## config.mk

```make
export PLATFORM = sky130hd
export DESIGN_NAME = dtlb_miss_handler
export DESIGN_NICKNAME = d
export VERILOG_FILES = /design/src/rtl/memory_pkg.sv /design/src/rtl/dtlb_miss_handler.sv
export SDC_FILE = /design/constraint.sdc
export NUM_CORES = 1
export LEC_CHECK = 0
export CORE_ASPECT_RATIO = 0.8
export CORE_MARGIN = 5
export CORE_UTILIZATION = 45
export CTS_BUF_LIST = sky130_fd_sc_hd__clkbuf_16
export CTS_CLUSTER_DIAMETER = 60
export DETAILED_ROUTE_END_ITERATION = 10
export GPL_ROUTABILITY_DRIVEN = 1
export MAX_ROUTING_LAYER = met4
export PLACE_DENSITY_LB_ADDON = 0.25
export SLEW_MARGIN = 0
export SYNTH_ARGS = -nofsm -noshare
export SYNTH_HDL_FRONTEND = slang
export SYNTH_SLANG_ARGS = --single-unit
export TNS_END_PERCENT = 50
```

## constraint.sdc

```tcl
create_clock -name clk_i -period 3 [get_ports clk_i]
set_input_delay 0.45 -clock clk_i [delete_from_list [all_inputs] [get_ports clk_i]]
set_output_delay 0.45 -clock clk_i [all_outputs]
set_load 0.005 [all_outputs]
```

## src/rtl/memory_pkg.sv

```systemverilog
// Shared memory-subsystem types: D-TLB <-> L2-TLB arbiter channels and the
// D-TLB miss handler state encoding.
package memory_pkg;

   localparam int unsigned VPN_W           = 27;
   localparam int unsigned PPN_W           = 44;
   localparam int unsigned DTLB_MISS_CNT_W = 16;

   typedef struct packed {
      logic             valid;
      logic [VPN_W-1:0] vpn;
   } dtlb_l2tlb_req_t;

   typedef struct packed {
      logic             valid;
      logic [VPN_W-1:0] vpn;
      logic [PPN_W-1:0] ppn;
      logic [1:0]       level;
      logic             d;
      logic             a;
      logic             g;
      logic             u;
      logic             x;
      logic             w;
      logic             r;
      logic             exception;
   } l2tlb_dtlb_ans_t;

   typedef enum logic [2:0] {
      MH_IDLE,
      MH_REQ,
      MH_WAIT,
      MH_REFILL,
      MH_DRAIN
   } dtlb_mh_state_e;

endpackage

```

## src/rtl/dtlb_miss_handler.sv

```systemverilog
// Single-entry D-TLB miss holder: one outstanding L2-TLB request, merges
// repeat misses to the in-flight VPN and discards translations on flush.
module dtlb_miss_handler
   import memory_pkg::*;
#(
   parameter int unsigned VPN_LEN = 27,
   parameter int unsigned CNT_W   = DTLB_MISS_CNT_W
) (
   input  logic               clk_i,
   input  logic               rst_ni,
   input  logic               flush_i,
   input  logic               miss_valid_i,
   input  logic [VPN_LEN-1:0] miss_vpn_i,
   output logic               miss_ready_o,
   output dtlb_l2tlb_req_t    dtlb_l2tlb_req_o,
   input  logic               l2tlb_dtlb_req_rdy_i,
   input  l2tlb_dtlb_ans_t    l2tlb_dtlb_ans_i,
   output logic               dtlb_l2tlb_ans_rdy_o,
   output logic               refill_valid_o,
   output l2tlb_dtlb_ans_t    refill_o,
   input  logic               refill_ready_i,
   output logic               busy_o,
   output logic [CNT_W-1:0]   miss_cnt_o
);

   dtlb_mh_state_e     state_q;
   logic               flushed_q;
   logic [VPN_LEN-1:0] vpn_q;
   l2tlb_dtlb_ans_t    ans_q;
   logic [CNT_W-1:0]   miss_cnt_q;
   logic               ans_hit;
   logic               vpn_hit;

   function automatic logic [CNT_W-1:0] sat_inc(input logic [CNT_W-1:0] v);
      return (&v) ? v : v + {{(CNT_W-1){1'b0}}, 1'b1};
   endfunction

   assign ans_hit = l2tlb_dtlb_ans_i.valid && (l2tlb_dtlb_ans_i.vpn == vpn_q);
   assign vpn_hit = (miss_vpn_i == vpn_q);

   // A request that saw a flush while stalled is still in flight, so no merge.
   always_comb begin
      miss_ready_o = 1'b0;
      case (state_q)
         MH_IDLE:                    miss_ready_o = !flush_i;
         MH_REQ, MH_WAIT, MH_REFILL: miss_ready_o = !flush_i && !flushed_q && vpn_hit;
         default:                    miss_ready_o = 1'b0;
      endcase
   end

   assign dtlb_l2tlb_req_o     = '{valid: (state_q == MH_REQ), vpn: vpn_q};
   assign dtlb_l2tlb_ans_rdy_o = (state_q == MH_WAIT) || (state_q == MH_DRAIN);
   assign refill_valid_o       = (state_q == MH_REFILL);
   assign busy_o               = (state_q != MH_IDLE);
   assign miss_cnt_o           = miss_cnt_q;

   always_comb begin
      refill_o       = ans_q;
      refill_o.valid = refill_valid_o;
   end

   always_ff @(posedge clk_i or negedge rst_ni) begin
      if (!rst_ni) begin
         state_q    <= MH_IDLE;
         flushed_q  <= 1'b0;
         vpn_q      <= '0;
         ans_q      <= '0;
         miss_cnt_q <= '0;
      end else begin
         case (state_q)
            MH_IDLE: begin
               if (miss_valid_i && !flush_i) begin
                  vpn_q      <= miss_vpn_i;
                  miss_cnt_q <= sat_inc(miss_cnt_q);
                  flushed_q  <= 1'b0;
                  state_q    <= MH_REQ;
               end
            end
            MH_REQ: begin
               // valid stays high until accepted; a flush only redirects the answer
               if (l2tlb_dtlb_req_rdy_i) begin
                  flushed_q <= 1'b0;
                  state_q   <= (flush_i || flushed_q) ? MH_DRAIN : MH_WAIT;
               end else if (flush_i) begin
                  flushed_q <= 1'b1;
               end
            end
            MH_WAIT: begin
               if (ans_hit) begin
                  if (flush_i) begin
                     state_q <= MH_IDLE;
                  end else begin
                     ans_q   <= l2tlb_dtlb_ans_i;
                     state_q <= MH_REFILL;
                  end
               end else if (flush_i) begin
                  state_q <= MH_DRAIN;
               end
            end
            MH_DRAIN: begin
               if (ans_hit) state_q <= MH_IDLE;
            end
            MH_REFILL: begin
               if (flush_i || refill_ready_i) state_q <= MH_IDLE;
            end
            default: state_q <= MH_IDLE;
         endcase
      end
   end

endmodule
```

==> key figures <==
Finish
  – Non-filler instance count after layout: 851
  – Layout cells sized above 1: 22.6%
  – Final Cell Area: about 8900 um2
  – Layout Area Growth over Synthesis: 55.0%
  – ANT cells: 0
  – Final nets: 783
  – Most frequent cells in the layout: clkdlybuf4s50_1 (242), dfrtp_1 (126), mux2_2 (109), xnor2_1 (54), nand4_1 (22)
  – Commonest non-fill, non-tap cell in the layout: clkdlybuf4s50_1

Worst setup path
  – Crit Path Category: reg -> out
  – Critical Path End Type: primary output
  – Crit-path max FO: 8
  – Worst path bufs/invs: 1
  – R2R cell count: 6
  – WP data required: 2550 ps
  – Reg-to-reg endpoint: refill_o[38]
  – Critical Path End: miss_ready_o
  – CP max stage cell: clkdlybuf4s50_1
  – Crit path from: state_q[0]
  – Launch point of the worst reg-to-reg path: vpn_q[10]
  – R2r setup slk: 780 ps
  – CP arrival: approximately 2500 ps
  – Critical Path, Cell by Cell: nor2_1, or4_1, nor4_2, nand4_1, a21oi_2, clkdlybuf4s50_1
  – Worst stage delay on the critical path: 520 ps
  – CP Depth: 6
  – Crit path max-delay family: simple AND/OR/NAND/NOR gates
  – Worst setup SP type: flop

CTS
  – Clock sinks: 128
  – CTS max path bufs: 2
  – # H-tree levels: 4
  – TritonCTS buffer count: 17
  – Clock Latency Late Sink: 430 ps
  – TritonCTS clock tree: yes
  – Clock-pin slew on the worst setup and hold paths: 60 ps
  – Clk Tree Root Cell: clkbuf_16

Placed design
  – Dpl cell area: 8330 um2
  – Detailed placement HPWL: approximately 13000 um
  – Buffers on Ports: between 200 and 250
  – # placed instances: just over 800
  – GPL Wtd Cong: approximately 0.8

Pwr
  – Internal power of the cells: 4.18 mW
  – Net Sw Frac: 30.4%
  – Clock Power Share: roughly 31%
  – Power Dens Cells: 676 nW/um2
  – P_sw: 1.82 mW
  – Seq pwr share: 38.7%
  – VDD IR-drop max: 0.544 mV
  – Logic pwr share: between 30% and 40%
  – Static leakage: 3.87 nW

Yosys
  – Synthesized area: 5730 um2
  – Post-synthesis net count: ~530
  – Post-Synth Simple-Gate Area: under 10%
  – Synth Area in Adders: 0.218%
  – Mux share of post-synthesis cell area: 21.4%
  – Warnings from Yosys: 0
  – Syn Inst Count: 413
  – Post-synthesis compound-gate area fraction: 1.70%
  – Post-synthesis xor/xnor area fraction: 10.7%
  – Largest family of logic cells by synthesized area: multiplexers
  – Mean area per synthesized cell: 13.9 um2
  – Seq/Total Area, Yosys: 55.9%
  – Yosys cell types: 37
  – FF+latch count, synth: ~130

GRT
  – GR Overflow Total: 0
  – Initial antenna violation count: 0
  – First-pass GRT wire length: around 26000 um
  – Largest net degree at the start of global routing: 93
  – Vias in the first global route: 4838
  – GRT Total Usage: 23.4%

Floorplan
  – Die area: 15100 um2
  – Die Span Y: 111 um
  – Die Width: 136 um
  – IO Pins: ~250
  – Initial Utilization: 46.4%
  – Row count: 36
  – CORE AREA: ~12000 um2

Timing
  – Slew Limit Fails: 0
  – Max Freq: 344 MHz
  – RSZ-0062 raised after global routing: false
  – Fin crit period: 2910 ps
  – Worst-Margin Slew: 870 ps
  – Fin. Hold Viols: 0
  – Hold slack: between 90 and 100 ps
  – Clock skew: 9.80 ps
  – Fin crit share: 97.0%
  – # setup viols final: 0
  – Worst-case headroom to the max-slew limit: 42.0%

Detailed routing
  – Final WL: 16800 um
  – Mean routed wirelength per cell: 19.7 um
  – Drt first pass iters: 6
  – Iteration-0 DRC Markers: 170
  – Vias post-DR: 4299
  – Residual DRC count: 0
  – Antenna Nets Post-Route: 0
  – DR vias/cell: 5.05

Run status
  – Run status: completed

Worst hold path
  – HP Class: in -> async

Job
  – Max-cap violations: 0
==> synthesized netlist by cell type <==
library cell	number	area, um2
o21ai_0	2	10.0
nand3b_1	1	7.51
a211oi_1	2	15.0
nand4b_1	1	8.76
nor3_1	6	30.0
nor4_1	5	31.3
inv_1	2	7.51
mux2_2	109	1230
o31ai_1	1	7.51
xor2_1	16	140
nand3_1	7	35.0
and3_1	3	18.8
xnor2_1	54	473
nand3_4	1	17.5
ha_1	1	12.5
nor2b_1	1	6.26
a2111oi_2	1	15.0
dfrtp_1	128	3200
clkbuf_1	2	7.51
nand2b_1	2	12.5
nor2_1	7	26.3
nand4_1	22	138
buf_6	8	90.1
a22oi_1	1	7.51
and2_1	2	12.5
o211ai_1	1	7.51
nand2_1	10	37.5
a2111o_1	1	11.3
nor4_2	2	25.0
or3b_2	1	8.76
o2bb2ai_1	1	8.76
buf_2	4	20.0
buf_4	1	7.51
or3_1	2	12.5
nor3b_1	1	7.51
or4_1	1	7.51
a21oi_1	3	15.0
==> how the worst min path moves through the flow <==
stage                   start        endpoint  slack (ps)  depth (start not counted)
2_1_floorplan          rst_ni       flushed_q         150                          0
3_3_place_gp   miss_cnt_o[11]  miss_cnt_o[11]         480                          1
3_5_place_dp     refill_o[67]    refill_o[67]         490                          1
4_1_cts                rst_ni    refill_o[62]         140                          1
5_1_grt                rst_ni       vpn_q[24]         190                          1
6_report               rst_ni    refill_o[67]         100                          1
==> area by class of cell <==
cell class / instances / area (um2)
Clock buffer: 17 / 425
Clock inverter: 15 / 105
Fill cell: 905 / 3460
Inverter: 2 / 7.51
Multi-Input combinational cell: 268 / 2410
Sequential cell: 128 / 3210
Tap cell: 171 / 214
Timing Repair Buffer: 250 / 2520
==> cells by family after synthesis <==
| kind of cell | after synthesis |
|---|---|
| muxes | 109 |
| AOI/OAI and AO/OA | 13 |
| adders and majority gates | 1 |
| xor gates and xnor gates | 70 |
| and+or+nand+nor | 75 |
| buffers and inverters | 17 |
| DFF | 128 |
==> timing repair <==
action | CTS | global route
gates resized for setup | 3 | 2
setup endpoints to repair | 1 | 1
buffers inserted | 0 | 1
pin swaps | 2 | 1
hold buffers | 0 | 0
==> metal layers <==
metal	routed length, um	up-vias	global-route usage, %
li1	-	1996	-
met3	1600	24	7.40
met2	7970	182	36.7
met1	6850	2097	27.9
met4	358	0	9.54
met5	0	-	-
==> through the flow <==
step / util, % / total power [mW] / setup slack (ps) / setup TNS (ps)
floorplan: - / 3.13 / 932 / 0
global placement: 67.5 / 4.12 / -22.3 / -22.3
detailed placement: 67.5 / 4.16 / -7.30 / -7.30
CTS: 71.8 / 6.04 / 43.7 / 0
global route: 72.0 / 6.30 / 8.46 / 0
finish: 72.0 / 6.00 / 89.8 / 0
==> registers in the layout, indices dropped and copies added (netlist names) <==
register    flops
vpn_q          27
flushed_q       1
miss_cnt_o     16
state_q         3
refill_o       81
==> worst reg2reg max path, cell delays in order, from the launching register on <==
cell,delay [ps]
dfrtp_1,420
xnor2_1,310
nand4_1,180
nor4_2,410
nand3_4,130
buf_4,290
mux2_2,360
==> power by group through the flow <==
stage               Clock (mW)  Sequential (mW)  Combinational (mW)
CTS                       1.89             2.34                1.82
detailed placement           0             2.36                1.80
global route              1.96             2.37                1.96
global placement             0             2.34                1.78
floorplan                    0             2.29               0.840
finish                    1.86             2.33                1.82
(Power assumes the default switching activity.)
